[config.mk]
export PLATFORM = sky130hd
export DESIGN_NAME = frame_mem_arbiter
export DESIGN_NICKNAME = d
export VERILOG_FILES = /design/src/rtl/frame_mem_arbiter.sv
export SDC_FILE = /design/constraint.sdc
export NUM_CORES = 1
export LEC_CHECK = 0
export CAP_MARGIN = 20
export CORE_MARGIN = 2
export CORE_UTILIZATION = 40
export CTS_BUF_LIST = sky130_fd_sc_hd__clkbuf_2
export DETAILED_ROUTE_END_ITERATION = 12
export MAX_ROUTING_LAYER = met4
export PLACE_DENSITY = 0.68
export SLEW_MARGIN = 20
export SYNTH_ARGS = -nofsm -noshare
export SYNTH_HDL_FRONTEND = slang
export SYNTH_SLANG_ARGS = --single-unit
[constraint.sdc]
create_clock -name ctrl_clk -period 2.8 [get_ports ctrl_clk]
set_input_delay 0.84 -clock ctrl_clk [delete_from_list [all_inputs] [get_ports ctrl_clk]]
set_output_delay 0.84 -clock ctrl_clk [all_outputs]
set_load 0.02 [all_outputs]
[src/rtl/frame_mem_arbiter.sv]
// frame_mem_arbiter: shares one word-wide frame-buffer memory port between
// the camera write stream and the display read stream. It keeps a wrapping
// word pointer per stream, arbitrates round-robin with per-stream burst
// quotas, and holds reads off for a while after reset.
module frame_mem_arbiter #(
   parameter int FRAME_WORDS    = 307200,
   parameter int WR_QUOTA       = 8,
   parameter int RD_QUOTA       = 8,
   parameter int RD_START_DELAY = 64
) (
   input  logic        ctrl_clk,
   input  logic        reset_n,
   input  logic        wr_req,
   input  logic [31:0] wr_data,
   output logic        wr_ack,
   input  logic        rd_enable,
   input  logic        rd_full,
   output logic [31:0] rd_data,
   output logic        rd_valid,
   output logic [31:0] mem_addr,
   output logic        mem_write,
   output logic        mem_read,
   output logic [31:0] mem_wdata,
   input  logic [31:0] mem_rdata,
   input  logic        mem_waitrequest,
   output logic        wr_frame_done,
   output logic        rd_frame_done
);

   localparam int PTR_W = (FRAME_WORDS > 1) ? $clog2(FRAME_WORDS) : 1;
   localparam int MAX_Q = (WR_QUOTA > RD_QUOTA) ? WR_QUOTA : RD_QUOTA;
   localparam int CNT_W = $clog2(MAX_Q + 1);
   localparam int DLY_W = (RD_START_DELAY > 1) ? $clog2(RD_START_DELAY + 1) : 1;

   localparam logic [PTR_W-1:0] PTR_LAST   = PTR_W'(FRAME_WORDS - 1);
   localparam logic [PTR_W-1:0] PTR_ONE    = PTR_W'(1);
   localparam logic [CNT_W-1:0] CNT_ONE    = CNT_W'(1);
   localparam logic [CNT_W-1:0] WR_QUOTA_C = CNT_W'(WR_QUOTA);
   localparam logic [CNT_W-1:0] RD_QUOTA_C = CNT_W'(RD_QUOTA);
   localparam logic [DLY_W-1:0] DLY_LAST   = DLY_W'(RD_START_DELAY - 1);
   localparam logic [DLY_W-1:0] DLY_ONE    = DLY_W'(1);

   typedef enum logic [1:0] {
      IDLE = 2'd0,
      WR   = 2'd1,
      RD   = 2'd2
   } state_e;

   typedef enum logic {
      GNT_WR = 1'b0,
      GNT_RD = 1'b1
   } grant_e;

   state_e             state_q, state_d;
   grant_e             last_grant_q, last_grant_d;
   logic [CNT_W-1:0]   burst_cnt_q, burst_cnt_d;
   logic [PTR_W-1:0]   wr_ptr_q, wr_ptr_d;
   logic [PTR_W-1:0]   rd_ptr_q, rd_ptr_d;
   logic [DLY_W-1:0]   delay_cnt_q;
   logic               delay_done_q;
   logic [31:0]        mem_addr_q, mem_addr_d;
   logic [31:0]        mem_wdata_q, mem_wdata_d;
   logic               mem_write_q, mem_write_d;
   logic               mem_read_q, mem_read_d;
   logic               wr_frame_done_q, wr_frame_done_d;
   logic               rd_frame_done_q, rd_frame_done_d;

   logic               wr_elig;
   logic               rd_elig;
   logic               wr_accept;
   logic               rd_accept;
   logic               last_elig;
   logic               other_elig;
   grant_e             other_grant;
   logic [CNT_W-1:0]   last_quota;
   logic               grant_valid;
   grant_e             grant_sel;
   logic [CNT_W-1:0]   burst_next;

   function automatic logic [31:0] ptr_to_addr(input logic [PTR_W-1:0] ptr);
      return {{(32-PTR_W-2){1'b0}}, ptr, 2'b00};
   endfunction

   function automatic logic [PTR_W-1:0] ptr_advance(input logic [PTR_W-1:0] ptr);
      return (ptr == PTR_LAST) ? '0 : ptr + PTR_ONE;
   endfunction

   assign wr_elig   = wr_req;
   assign rd_elig   = rd_enable & ~rd_full & delay_done_q;
   assign wr_accept = mem_write_q & ~mem_waitrequest;
   assign rd_accept = mem_read_q & ~mem_waitrequest;

   assign wr_ack        = wr_accept;
   assign rd_valid      = rd_accept;
   assign rd_data       = mem_rdata;
   assign mem_addr      = mem_addr_q;
   assign mem_wdata     = mem_wdata_q;
   assign mem_write     = mem_write_q;
   assign mem_read      = mem_read_q;
   assign wr_frame_done = wr_frame_done_q;
   assign rd_frame_done = rd_frame_done_q;

   // Read holdoff: count cycles after reset until the display path may start.
   always_ff @(posedge ctrl_clk or negedge reset_n) begin
      if (!reset_n) begin
         delay_cnt_q  <= '0;
         delay_done_q <= 1'b0;
      end else if (!delay_done_q) begin
         if (delay_cnt_q == DLY_LAST) begin
            delay_done_q <= 1'b1;
         end else begin
            delay_cnt_q <= delay_cnt_q + DLY_ONE;
         end
      end
   end

   // Round-robin grant choice; a zero burst count means nothing was granted
   // yet, so the first tie falls to the stream opposite the reset last_grant.
   always_comb begin
      grant_valid = 1'b0;
      grant_sel   = last_grant_q;
      burst_next  = burst_cnt_q;
      if (last_grant_q == GNT_RD) begin
         last_elig   = rd_elig;
         other_elig  = wr_elig;
         other_grant = GNT_WR;
         last_quota  = RD_QUOTA_C;
      end else begin
         last_elig   = wr_elig;
         other_elig  = rd_elig;
         other_grant = GNT_RD;
         last_quota  = WR_QUOTA_C;
      end
      if (last_elig && (burst_cnt_q != '0) && (burst_cnt_q < last_quota)) begin
         grant_valid = 1'b1;
         grant_sel   = last_grant_q;
         burst_next  = burst_cnt_q + CNT_ONE;
      end else if (other_elig) begin
         grant_valid = 1'b1;
         grant_sel   = other_grant;
         burst_next  = CNT_ONE;
      end else if (last_elig) begin
         grant_valid = 1'b1;
         grant_sel   = last_grant_q;
         burst_next  = CNT_ONE;
      end
   end

   // Transfer FSM: issue the granted command, hold it through waitrequest,
   // then drop back to IDLE for one bubble cycle before re-arbitrating.
   always_comb begin
      state_d         = state_q;
      last_grant_d    = last_grant_q;
      burst_cnt_d     = burst_cnt_q;
      wr_ptr_d        = wr_ptr_q;
      rd_ptr_d        = rd_ptr_q;
      mem_addr_d      = mem_addr_q;
      mem_wdata_d     = mem_wdata_q;
      mem_write_d     = mem_write_q;
      mem_read_d      = mem_read_q;
      wr_frame_done_d = 1'b0;
      rd_frame_done_d = 1'b0;
      case (state_q)
         IDLE: begin
            mem_write_d = 1'b0;
            mem_read_d  = 1'b0;
            if (grant_valid) begin
               last_grant_d = grant_sel;
               burst_cnt_d  = burst_next;
               if (grant_sel == GNT_WR) begin
                  state_d     = WR;
                  mem_addr_d  = ptr_to_addr(wr_ptr_q);
                  mem_wdata_d = wr_data;
                  mem_write_d = 1'b1;
               end else begin
                  state_d    = RD;
                  mem_addr_d = ptr_to_addr(rd_ptr_q);
                  mem_read_d = 1'b1;
               end
            end
         end
         WR: begin
            if (wr_accept) begin
               state_d         = IDLE;
               mem_write_d     = 1'b0;
               wr_ptr_d        = ptr_advance(wr_ptr_q);
               wr_frame_done_d = (wr_ptr_q == PTR_LAST);
            end
         end
         RD: begin
            if (rd_accept) begin
               state_d         = IDLE;
               mem_read_d      = 1'b0;
               rd_ptr_d        = ptr_advance(rd_ptr_q);
               rd_frame_done_d = (rd_ptr_q == PTR_LAST);
            end
         end
         default: begin
            state_d     = IDLE;
            mem_write_d = 1'b0;
            mem_read_d  = 1'b0;
         end
      endcase
   end

   // State and output registers; reset clears commands immediately.
   always_ff @(posedge ctrl_clk or negedge reset_n) begin
      if (!reset_n) begin
         state_q         <= IDLE;
         last_grant_q    <= GNT_RD;
         burst_cnt_q     <= '0;
         wr_ptr_q        <= '0;
         rd_ptr_q        <= '0;
         mem_addr_q      <= '0;
         mem_wdata_q     <= '0;
         mem_write_q     <= 1'b0;
         mem_read_q      <= 1'b0;
         wr_frame_done_q <= 1'b0;
         rd_frame_done_q <= 1'b0;
      end else begin
         state_q         <= state_d;
         last_grant_q    <= last_grant_d;
         burst_cnt_q     <= burst_cnt_d;
         wr_ptr_q        <= wr_ptr_d;
         rd_ptr_q        <= rd_ptr_d;
         mem_addr_q      <= mem_addr_d;
         mem_wdata_q     <= mem_wdata_d;
         mem_write_q     <= mem_write_d;
         mem_read_q      <= mem_read_d;
         wr_frame_done_q <= wr_frame_done_d;
         rd_frame_done_q <= rd_frame_done_d;
      end
   end

endmodule

==> out/metrics.yaml <==
cts.path.max_buffers: 2
final.fill_count: 1160
r2r-start: "burst_cnt_q[0]"
vdd_drop_max_mv: 0.175
place_congestion: 0.883
totalPowerFinal_mw: 2.43
finalSetupViolCount: 0
hold_viol: 0
synth_flop_cell: "dfrtp_1"
period_share_pct: 96.6
grt-ovfl-total: 0
slew_headroom_pct: 55.8
grt_use_total_pct: 17.1
p_leak_nw: 2.87
cp.required_ns: 1.96
cts_max_level: 3
yosysTopAreaCell: "dfrtp_1"
num_io_pins: 172
cp_cell_sequence: "clkdlybuf4s50_1 > nor2b_1 > clkdlybuf4s15_1"
rsz0062_at_grt: "false"
cts_root_buffer: "clkbuf_2"
path_clk_slew_ns: 0.29
synth.top_cell.area_share_pct: 50.4
crit_type: "in2out"
max_clock_freq_ghz: 0.370
antenna_found_initial: 0
die_area_um2: 14200
num_rows: 42
fin_crit_ns: 2.71
cp_max_fo: 3
status: "finished clean"
yosysMostFrequentCell: "dfrtp_1"
cap_violations: 0
reg2reg_depth: 7
cts_sinks: 108
worst_pin_slew_ns: 0.655
p_per_area_nw_per_um2: 381
cp_slowest_cell: "clkdlybuf4s50_1"
fin_nets: 616
numCtsBuffers: 9
synth_common_cells: "dfrtp_1, buf_4, mux2_2"
antenna_cells: 0
cts_tree: "yes"
r2r_end: "mem_wdata[28]"
postRouteAntennaNets: 0
syn_area_um2: 5310
critPathTopFamily: "buffers and inverters"
critPathCaptureType: "primary output"
r2r_slack_ns: 0.61
synth_area_per_cell_um2: 11.4
synthArstFlopShare_pct: 100
drt_iter0_drc: 322
synth_edf_count: 0
grt_pass1_vias: 3762
slowest_delay_ns: 0.47
fin_worst_skew_ns: 0.0158
core_um2: 13100
cp-start-kind: "input port"
avgViaCountPerCell: 5.25
vias: 3791
worstPathArrival_ns: 1.87
slew_viol_final: 0
portBuffers: 94
dpl.hpwl_mm: 8.28
syn_inst: 466
drive_gt1_share_pct: 16.7
chipHeight_um: 119
die_w_um: 119
drt-total-wl_mm: 11.5
grt_max_degree: 42
area_growth_pct: 20.3
wire_per_inst_um: 15.9
ys_warn_count: 0
initial_core_util_pct: 40.6
synthTopCellsByArea: "dfrtp_1, mux2_2, buf_4"
placedInstanceArea_um2: 6270
first_pass_iters: 4
synth-seq-area-share_pct: 50.9
cts_hold_buf: 0
grt_pass1_wl_mm: 18.9
path_buf_inv: 2
ys_ff_latch: 108
stdcell_area_um2: 6390
clock_latency_ns: 0.62
hold_path.class: "in2async"
drc: 0
synth_cell_type_count: 65
[sequential cells by signal, summed over array words and instances, names as in the netlist]
signal	count
wr_ptr_q	19
burst_cnt_q	4
mem_addr	19
mem_wdata	32
rd_ptr_q	19
mem_read	1
delay_cnt_q	7
wr_frame_done	1
rd_frame_done	1
state_q	2
delay_done_q	1
last_grant_q	1
mem_write	1
[cells in the final DEF, fill, tap and decap left out, types with 5 or more instances in the layout]
master | synthesis | routed
nor3_1 | 8 | 8
and4_1 | 5 | 5
nand4_1 | 14 | 14
nor4_1 | 7 | 7
nand3_1 | 16 | 16
mux2_2 | 33 | 33
nand2_1 | 27 | 27
and2_1 | 19 | 19
conb_1 | 1 | 13
nor2_1 | 18 | 18
ha_1 | 5 | 5
a21oi_1 | 7 | 7
a221o_1 | 18 | 18
buf_4 | 49 | 18
clkbuf_2 | 1 | 10
xnor2_1 | 15 | 15
xor2_1 | 11 | 11
inv_1 | 14 | 14
dfrtp_1 | 107 | 107
clkdlybuf4s50_1 | 0 | 91
o21ai_0 | 11 | 11
nor2b_1 | 5 | 5
[report_power, final]
part	switching [mW]	total [mW]	internal, mW
sequential	0	1.56	1.56
combinational	0.0548	0.106	0.0511
clock	0.543	0.762	0.219
[layout make-up]
cell class / instances / area [um^2] / share of cell area, %
multi-input combinational: 294 / 2170 / 33.9
clock inverter: 6 / 72.6 / 1.14
timing repair buffer: 114 / 1120 / 17.6
inverter: 14 / 52.6 / 0.822
sequential: 108 / 2700 / 42.3
tap: 176 / 220 / 3.45
clock buffer: 10 / 50.0 / 0.783
[kinds of logic after synthesis]
logic type,synth area share (%)
and+or+nand+nor,18.1
DFF,50.9
buffers and inverters,9.14
AOI/OAI and AO/OA,9.07
muxes,7.19
xor gates and xnor gates,4.29
adders and majority gates,1.18
other,0.0706
[what timing repair did]
item / 4_1_cts / 5_1_grt
endpoints found under the setup margin: 2 / 1
setup buffers: 0 / 0
resized for setup: 2 / 1
[how the worst max path moves through the flow]
stage | slack [ns] | end | depth (start not counted) | from
global placement | -0.21 | wr_ack | 3 | mem_waitrequest
detailed placement | -0.24 | wr_ack | 3 | mem_waitrequest
CTS | 0.04 | wr_ack | 3 | mem_waitrequest
global route | 0.02 | wr_ack | 3 | mem_waitrequest
finish | 0.09 | wr_ack | 3 | mem_waitrequest
floorplan | 0.66 | wr_ptr_q[18] | 4 | mem_waitrequest
[per-stage QoR]
step	util, %	setup TNS [ns]	cells	worst slack (ns)	hold slack, ns
after floorplan	-	0	478	0.662	0.457
after global placement	47.9	-0.363	706	-0.206	0.473
after detailed placement	47.9	-0.471	706	-0.240	0.475
after CTS	48.8	0	722	0.0360	0.118
after global routing	48.8	0	722	0.0159	0.114
final	48.8	0	722	0.0941	0.144
[per-layer routing]
| metal | global-route usage (%) | share of wire, % | up-vias |
|---|---|---|---|
| li1 | - | - | 1767 |
| met1 | 23.0 | 46 | 1875 |
| met2 | 25.1 | 46 | 125 |
| met3 | 3.30 | 6.0 | 24 |
| met4 | 8.04 | 2.2 | 0 |
| met5 | - | 0 | - |
[worst register-to-register path: stages (launching register included)]
cell and delay (ns):
dfrtp_1 0.47, inv_1 0.11, ha_1 0.18, nor2b_1 0.34
o21ai_0 0.20, a31oi_4 0.21, buf_12 0.22, mux2_2 0.38
No activity file was read; power rests on OpenSTA's default activity.
